## src/rtl/dmem_arbiter_pkg.sv

```systemverilog
// dmem_arbiter_pkg: shared types and defaults for the data-memory arbiter
package dmem_arbiter_pkg;
  typedef enum logic [1:0] {IDLE, ISSUE, WAIT} state_t;
  typedef struct packed {
    logic [31:0] addr;
    logic        we;
    logic [3:0]  be;
    logic [31:0] wdata;
  } req_t;
  localparam int TIMEOUT_DEFAULT = 64;
endpackage

```

## src/rtl/dmem_arbiter_rr_picker.sv

```systemverilog
// rr_picker: round-robin winner search starting just after the last winner
module rr_picker #(
  parameter int NREQ = 2,
  parameter int IDW  = $clog2(NREQ)
) (
  input  logic [NREQ-1:0] req,
  input  logic [IDW-1:0]  last,
  output logic [NREQ-1:0] gnt,
  output logic [IDW-1:0]  idx
);
  logic found;
  // first requester at or after (last+1) mod NREQ
  always_comb begin
    gnt   = '0;
    idx   = '0;
    found = 1'b0;
    for (int i = 1; i <= NREQ; i++) begin
      if (!found && req[(int'(last) + i) % NREQ]) begin
        found = 1'b1;
        idx   = IDW'((int'(last) + i) % NREQ);
      end
    end
    gnt[idx] = found;
  end
endmodule

```

## src/rtl/dmem_arbiter.sv

```systemverilog
// dmem_arbiter: round-robin LSU arbiter with one outstanding transaction and response timeout
module dmem_arbiter
  import dmem_arbiter_pkg::*;
#(
  parameter int NREQ    = 2,
  parameter int TIMEOUT = TIMEOUT_DEFAULT,
  parameter int IDW     = $clog2(NREQ)
) (
  input  logic              clk_i,
  input  logic              rst_i,
  input  logic [NREQ-1:0]   data_req_i,
  output logic [NREQ-1:0]   data_gnt_o,
  output logic [NREQ-1:0]   data_rvalid_o,
  input  logic [NREQ*32-1:0] data_addr_i,
  input  logic [NREQ-1:0]   data_we_i,
  input  logic [NREQ*4-1:0] data_be_i,
  input  logic [NREQ*32-1:0] data_wdata_i,
  output logic [31:0]       data_rdata_o,
  output logic              data_err_o,
  output logic              mem_req_o,
  input  logic              mem_gnt_i,
  input  logic              mem_rvalid_i,
  output logic [31:0]       mem_addr_o,
  output logic              mem_we_o,
  output logic [3:0]        mem_be_o,
  output logic [31:0]       mem_wdata_o,
  input  logic [31:0]       mem_rdata_i,
  input  logic              mem_err_i,
  output logic              stray_o
);
  localparam int CW = $clog2(TIMEOUT + 1);
  state_t          state;
  req_t            fields, sel;
  logic [IDW-1:0]  last, owner, pick_idx;
  logic [NREQ-1:0] pick_gnt;
  logic [CW-1:0]   cnt;
  logic            tmo, resp, in_wait;
  rr_picker #(.NREQ(NREQ), .IDW(IDW)) u_pick (
    .req  (data_req_i),
    .last (last),
    .gnt  (pick_gnt),
    .idx  (pick_idx)
  );
  // request fields of the current round-robin winner
  always_comb begin
    sel.addr  = data_addr_i[int'(pick_idx)*32 +: 32];
    sel.we    = data_we_i[pick_idx];
    sel.be    = data_be_i[int'(pick_idx)*4 +: 4];
    sel.wdata = data_wdata_i[int'(pick_idx)*32 +: 32];
  end
  // grant and response are combinational; a reset cycle suppresses both
  always_comb begin
    in_wait       = state == WAIT && !rst_i;
    tmo           = cnt == CW'(TIMEOUT - 1);
    resp          = in_wait && (mem_rvalid_i || tmo);
    data_gnt_o    = (state == IDLE && !rst_i) ? pick_gnt : '0;
    data_rvalid_o = resp ? NREQ'(1) << owner : '0;
    data_rdata_o  = (in_wait && mem_rvalid_i) ? mem_rdata_i : '0;
    data_err_o    = resp && (mem_rvalid_i ? mem_err_i : 1'b1);
  end
  assign mem_addr_o  = fields.addr;
  assign mem_we_o    = fields.we;
  assign mem_be_o    = fields.be;
  assign mem_wdata_o = fields.wdata;
  // transaction FSM with registered memory request and sticky stray-response flag
  always_ff @(posedge clk_i) begin
    if (rst_i) begin
      state     <= IDLE;
      last      <= IDW'(NREQ - 1);
      owner     <= '0;
      fields    <= '0;
      cnt       <= '0;
      mem_req_o <= 1'b0;
      stray_o   <= 1'b0;
    end else begin
      if (mem_rvalid_i && state != WAIT) stray_o <= 1'b1;
      case (state)
        IDLE: if (|data_req_i) begin
          fields    <= sel;
          owner     <= pick_idx;
          last      <= pick_idx;
          mem_req_o <= 1'b1;
          state     <= ISSUE;
        end
        ISSUE: if (mem_gnt_i) begin
          mem_req_o <= 1'b0;
          cnt       <= '0;
          state     <= WAIT;
        end
        WAIT: if (mem_rvalid_i || tmo) begin
          cnt   <= '0;
          state <= IDLE;
        end else cnt <= cnt + 1'b1;
        default: state <= IDLE;
      endcase
    end
  end
endmodule

```

## config.mk

```make
export PLATFORM = sky130hd
export DESIGN_NAME = dmem_arbiter
export DESIGN_NICKNAME = d
export VERILOG_FILES = /design/src/rtl/dmem_arbiter_pkg.sv /design/src/rtl/dmem_arbiter_rr_picker.sv /design/src/rtl/dmem_arbiter.sv
export SDC_FILE = /design/constraint.sdc
export NUM_CORES = 1
export LEC_CHECK = 0
export CORE_MARGIN = 2
export CORE_UTILIZATION = 36
export DETAILED_ROUTE_END_ITERATION = 6
export PLACE_DENSITY = 0.94
export RECOVER_POWER = 100
export SYNTH_ARGS = -nofsm -noshare
export SYNTH_HDL_FRONTEND = slang
export SYNTH_HIERARCHICAL = 1
export SYNTH_SLANG_ARGS = --single-unit
```

## constraint.sdc

```tcl
create_clock -name clk_i -period 1.65 [get_ports clk_i]
set_clock_uncertainty 0.05 [all_clocks]
set_input_delay 0.33 -clock clk_i [delete_from_list [all_inputs] [get_ports clk_i]]
set_output_delay 0.33 -clock clk_i [all_outputs]
set_load 0.01 [all_outputs]
```

==> impl_metrics.toml, run 1 <==
[outcome]
outcome = "finished, violations left"
violations = "negative setup slack"

[cts]
htreeDepth = 3
cts_tree = "yes"
clk_pin_slew_ns = 0.07
cts_sinks = 82
cts-root-buf = "clkbuf_16"
clk_path_buf_depth = 2
clock_latency_ns = 0.33
numCtsBuffers = 9
hold_buffers = 0

[sta]
maxSlewViolCount = 0
setup_ws_ns = -0.251
min_period_over_period_pct = 115
finalCriticalPeriod_ns = 1.90
fmax_mhz = 526
tightest_slew_ns = 1.15
slew_headroom_pct = 23.3
setup_viol = 96
rsz0062_at_grt = "yes"
hold_violations = 0

[logic_synthesis]
synth-simple-area-share_pct = 15.3
yosysWarningCount = 6
syn_nets = 603
synthTopCellsByArea = "dfxtp_1, mux2i_1, a211oi_2"
synthCells = 425
synth_area_um2 = 4130
ys_seq_elements = 82
synth_xor_area_share_pct = 1.06
synth.yosys.seq_area_share_pct = 39.8
synth_compound_area_share_pct = 20.6
muxShareOfSynthArea_pct = 16.7
synth.distinct_cells = 33
synth_adder_area_share_pct = 0.303
synth_top_family_by_area = "compound AO/OA/AOI/OAI gates"
synth_top_area_share_pct = 39.8
synth_top_area_cell = "dfxtp_1"
syn_avg_cell_area_um2 = 9.71

[pwr]
p_sw_share_pct = 29.5
vdd_drop_max_mv = 0.526
pwr-share-clk_pct = 30.4
power.density_nw_per_um2 = 809
p_sw_mw = 1.97
power.internal_mw = 4.69
p_comb_share_pct = 34.4
pwr-share-seq_pct = 35.2
cellLeakagePower_nw = 3.25

[floorplanning]
die_w_um = 111
initial_core_util_pct = 36.4
rows = 39
core_um2 = 11300
dieHeight_um = 111
die_area_um2 = 12300
io_pins = 285

[setup_path]
worstPathRequired_ns = 1.27
worstPathMaxFanout = 7
critPathArrivalTime_ns = 1.52
critPathLaunchType = "flip-flop"
path_class = "reg -> out"
end_kind = "primary output"

[drt]
first_pass_iters = 4
wire_per_inst_um = 19.9
drcViolationCount = 0
totalWireLength_um = 17800
vias = 4669
drt_iter0_markers = 216
via_per_inst = 5.22
drtAntennaViolNets = 0

[placed_design]
dp_hpwl_um = 11400
port-buffer-count = 284
post-place-cells = 854
place_ws_ns = -0.712
place_congestion = 0.908

[grt]
grt_pass1_vias = 4808
grt_max_degree = 78
grt_antenna_before_repair = 1
grt-ovfl-total = 0
track_usage_pct = 24.8
grt_pass1_wl_um = 24400

[finish]
post-route-util_pct = 72.7
drive_above_1_share_pct = 30.5
nets = 923
final_cell_mix = "clkdlybuf4s50_1, nor2_1, dfxtp_1"
finalNonFillerCells = 894
area_delta_synth_final_pct = 99.5
mostFrequentLayoutCell = "clkdlybuf4s50_1"

[worst_hold_path]
worstHoldPathType = "reg -> reg"

[run]
drv_cap = 0
==> power by group through the flow <==
stage | registers [mW] | clock network [mW] | logic [mW]
after floorplan | 2.46 | 0 | 0.800
after detailed placement | 2.37 | 0 | 2.02
after CTS | 2.33 | 2.06 | 2.13
final | 2.34 | 2.03 | 2.29
after global placement | 2.35 | 0 | 1.96
after global routing | 2.36 | 2.15 | 2.42
==> layout make-up <==
type                    count  area [um2]
flip-flops and latches     82        1650
clock inverters             7        77.6
multi-input cells         300        2580
repair buffers            348        3500
inverters                   4        15.0
clock buffers               9         225
diodes                      1        2.50
fillers                   755        3090
well taps                 143         179
==> final timing paths <==
path | endpoint | startpoint | cells past startpoint | slack [ns]
worst min-delay path | mem_req_o | mem_req_o | 2 | 0.42
worst max register to register | mem_wdata_o[9] | last | 7 | -0.13
worst min register to register | mem_req_o | mem_req_o | 2 | 0.42
worst max-delay path | data_rdata_o[11] | state[0] | 6 | -0.25
==> metal layers <==
metal / global-route usage, % / wire length, um / vias to the layer above
li1: - / - / 2167
met1: 23.9 / 6200 / 2209
met2: 46.1 / 9390 / 242
met3: 7.49 / 1310 / 51
met4: 15.0 / 845 / 0
met5: 0 / 0 / -
==> cell usage after synthesis <==
master / n
a21boi_1: 1
clkbuf_1: 10
nor3b_1: 1
and3_1: 32
nor2_4: 1
buf_4: 6
nand3_1: 4
a21oi_1: 10
nand4_1: 1
buf_2: 15
buf_6: 6
o21bai_1: 1
nor3_1: 1
nand2_1: 7
dfxtp_1: 82
mux2i_1: 69
nor2_1: 80
a211oi_2: 41
inv_1: 4
ha_1: 1
o21a_2: 1
a211oi_1: 29
and4b_1: 1
xnor2_1: 5
and2_1: 2
or3b_2: 1
a21boi_0: 3
o21ai_1: 1
nand3b_2: 1
nand2b_1: 2
clkbuf_2: 3
o21ai_0: 2
a21o_1: 1
==> flip-flops by register name, summed over array words and instances (netlist names), 2 cells and up <==
| register | count |
|---|---|
| mem_be_o | 4 |
| cnt | 7 |
| mem_wdata_o | 32 |
| mem_addr_o | 32 |
| state | 2 |
==> critical path: stages (launching register included) <==
cell      delay [ns]
dfxtp_2         0.33
nand2b_4        0.15
nor2_4          0.10
buf_6           0.15
buf_16          0.12
and3_1          0.18
buf_2           0.14
==> repair_timing <==
action | 4_1_cts | 5_1_grt
setup buffers | 16 | 6
setup endpoints to repair | 106 | 100
pin swaps | 25 | 20
resized for setup | 199 | 87
cloned | 4 | 4
==> cells by family (layout without fill, tap and decap cells) <==
group                    count (synthesis)  count (layout)
AND/OR/NAND/NOR                        134             134
AO/OA/AOI/OAI                           90              91
flip-flops                              82              82
multiplexers                            69              69
buffers and inverters                   44             368
XOR/XNOR                                 5               5
adder cells (fa/ha/maj)                  1               1
other                                    0               1
==> per-stage QoR <==
step	setup TNS, ns	hold slack, ns	total power, mW	cell area [um2]
2_1_floorplan	0	0.400	3.26	4130
3_3_place_gp	-51.65	0.405	4.32	7310
3_5_place_dp	-55.53	0.417	4.39	7310
4_1_cts	-6.43	0.429	6.52	7850
5_1_grt	-17.31	0.447	6.93	8230
6_report	-10.54	0.422	6.66	8230
Power figures use the tool's default switching activity.
==> run 2, diff against run 1 <==
ABC_CLOCK_PERIOD_IN_PS = 1650   (was not set)
==> results of run 2 <==
No change in the layout: final DEF, timing and power equal those of run 1.
==> run 3, diff against run 2 <==
==> constraint.sdc (replaced) <==
create_clock -name clk_i -period 1.65 [get_ports clk_i]
set_clock_uncertainty 0.05 [all_clocks]
set_input_delay 0.4125 -clock clk_i [delete_from_list [all_inputs] [get_ports clk_i]]
set_output_delay 0.4125 -clock clk_i [all_outputs]
set_load 0.01 [all_outputs]
==> impl_metrics.toml, run 3 (synthesis gave the netlist of run 1 again) <==
[sta]
setup_ws_ns = -0.375
finalCriticalPeriod_ns = 2.02
fmax_mhz = 494
rsz0062_at_grt = "yes"
slew_headroom_pct = 43.6
min_period_over_period_pct = 123
maxSlewViolCount = 0
tightest_slew_ns = 0.846
setup_viol = 60
hold_violations = 0
whs_ns = 0.422
setup-tns-final_ns = -10.98

[cts]
clock_latency_ns = 0.33
htreeDepth = 3
numCtsBuffers = 9
clk_path_buf_depth = 2
clk_pin_slew_ns = 0.06
cts-root-buf = "clkbuf_16"
cts_sinks = 82
cts_tree = "yes"

[finish]
mostFrequentLayoutCell = "clkdlybuf4s50_1"
regArea_um2 = 1650
multi_input_area_um2 = 2810
drive_above_1_share_pct = 38.6
design_area_um2 = 9040
area_delta_synth_final_pct = 119
nets = 952
num_antenna_cells = 0
fill_cells = 639
final_cell_mix = "clkdlybuf4s50_1, dfxtp_1, dlygate4sd2_1"

[floorplanning]
io_pins = 285
die_area_um2 = 12300
rows = 39
dieHeight_um = 111
die_w_um = 111
initial_core_util_pct = 36.4
core_um2 = 11300

[placed_design]
place_congestion = 0.896
dpl_cell_area_um2 = 7340
dp_hpwl_um = 11600
port-buffer-count = 284

[drt]
first_pass_iters = 4
wire_per_inst_um = 21.8
drtAntennaViolNets = 0
via_per_inst = 5.34
drt_iter0_markers = 245
drcViolationCount = 0
vias = 4926
totalWireLength_um = 20100

[setup_path]
path_class = "reg -> out"
crit_buf_inv = 3
slowest_delay_ns = 0.33
r2r_start = "state[0]"
worstPathRequired_ns = 1.19
r2r_setup_slack_ns = -0.08
end_kind = "primary output"
critPathLaunchType = "flip-flop"
worstPathCellList = "nand2b_4 -> nor2_4 -> buf_6 -> clkbuf_16 -> and3_1 -> buf_2"
r2r_end = "cnt[3]"
ff2ff_path_depth = 7
critPathArrivalTime_ns = 1.56
critical-path-top-delay-family = "buffers and inverters"
path_depth = 6
cp_slowest_cell = "dfxtp_2"
worstPathMaxFanout = 6

[grt]
grt_antenna_before_repair = 0
grt_pass1_vias = 5161
grt_pass1_wl_um = 27500
grt_max_degree = 78
track_usage_pct = 28.2
grt-ovfl-total = 0

[worst_hold_path]
hold_depth = 2
holdCritStartpoint = "mem_req_o"
worstHoldPathType = "reg -> reg"
hold_path_end = "mem_req_o"

[run]
drv_cap = 0

[pwr]
cellLeakagePower_nw = 3.79
power.density_nw_per_um2 = 805
vdd_drop_max_mv = 0.614

[outcome]
violations = "negative setup slack"
outcome = "finished, violations left"
-- run 3: area by class of cell --
class	count	area share, %
clock buffers	12	2.84
clock inverters	4	0.816
inverters	4	0.166
multi-input cells	300	31.0
flip-flops and latches	82	18.2
well taps	143	1.98
repair buffers	377	44.9
-- run 3: per-stage QoR --
stage	total power [mW]	setup WS [ns]	utilization [%]	std cells
after floorplan	3.26	0.0684	-	425
after global placement	4.32	-0.745	64.8	859
after detailed placement	4.40	-0.736	64.8	859
after CTS	7.10	-0.273	74.4	915
after global routing	7.56	-0.413	79.9	922
final	7.28	-0.375	79.9	922
-- run 3: layer usage --
layer / GRT usage (%) / vias to the layer above / share of wire, %
li1: - / 2233 / -
met1: 28.5 / 2343 / 34
met2: 53.8 / 280 / 54
met3: 6.78 / 70 / 7.0
met4: 13.7 / 0 / 5.2
met5: 0 / - / 0
-- run 3: worst reg2reg max path, stage by stage (launching register included) --
cell	delay, ns
dfxtp_2	0.34
nand2b_4	0.14
buf_4	0.10
buf_4	0.09
clkbuf_1	0.31
nand2_1	0.22
a21o_4	0.28
nor2_1	0.13
-- run 3: how the worst max path moves through the flow --
stage	start	end	slack, ns
final	state[0]	data_rdata_o[9]	-0.37
after detailed placement	mem_rvalid_i	data_rdata_o[21]	-0.74
after global placement	mem_rvalid_i	data_err_o	-0.75
after global routing	state[0]	data_rdata_o[9]	-0.41
after CTS	state[0]	data_rdata_o[28]	-0.27
after floorplan	cnt[0]	data_err_o	0.07
-- run 3: power breakdown --
| group | leakage [nW] | total, mW | switching, mW | internal [mW] |
|---|---|---|---|---|
| clock | 0.163 | 2.21 | 0.804 | 1.41 |
| sequential | 0.682 | 2.34 | 0.133 | 2.21 |
| combinational | 2.94 | 2.72 | 1.18 | 1.54 |
-- run 3: repair_timing --
action	4_1_cts	5_1_grt
gates cloned	18	4
resized for setup	316	125
setup buffers	26	8
endpoints found under the setup margin	183	111
hold buffers	0	0
pin swaps	35	42
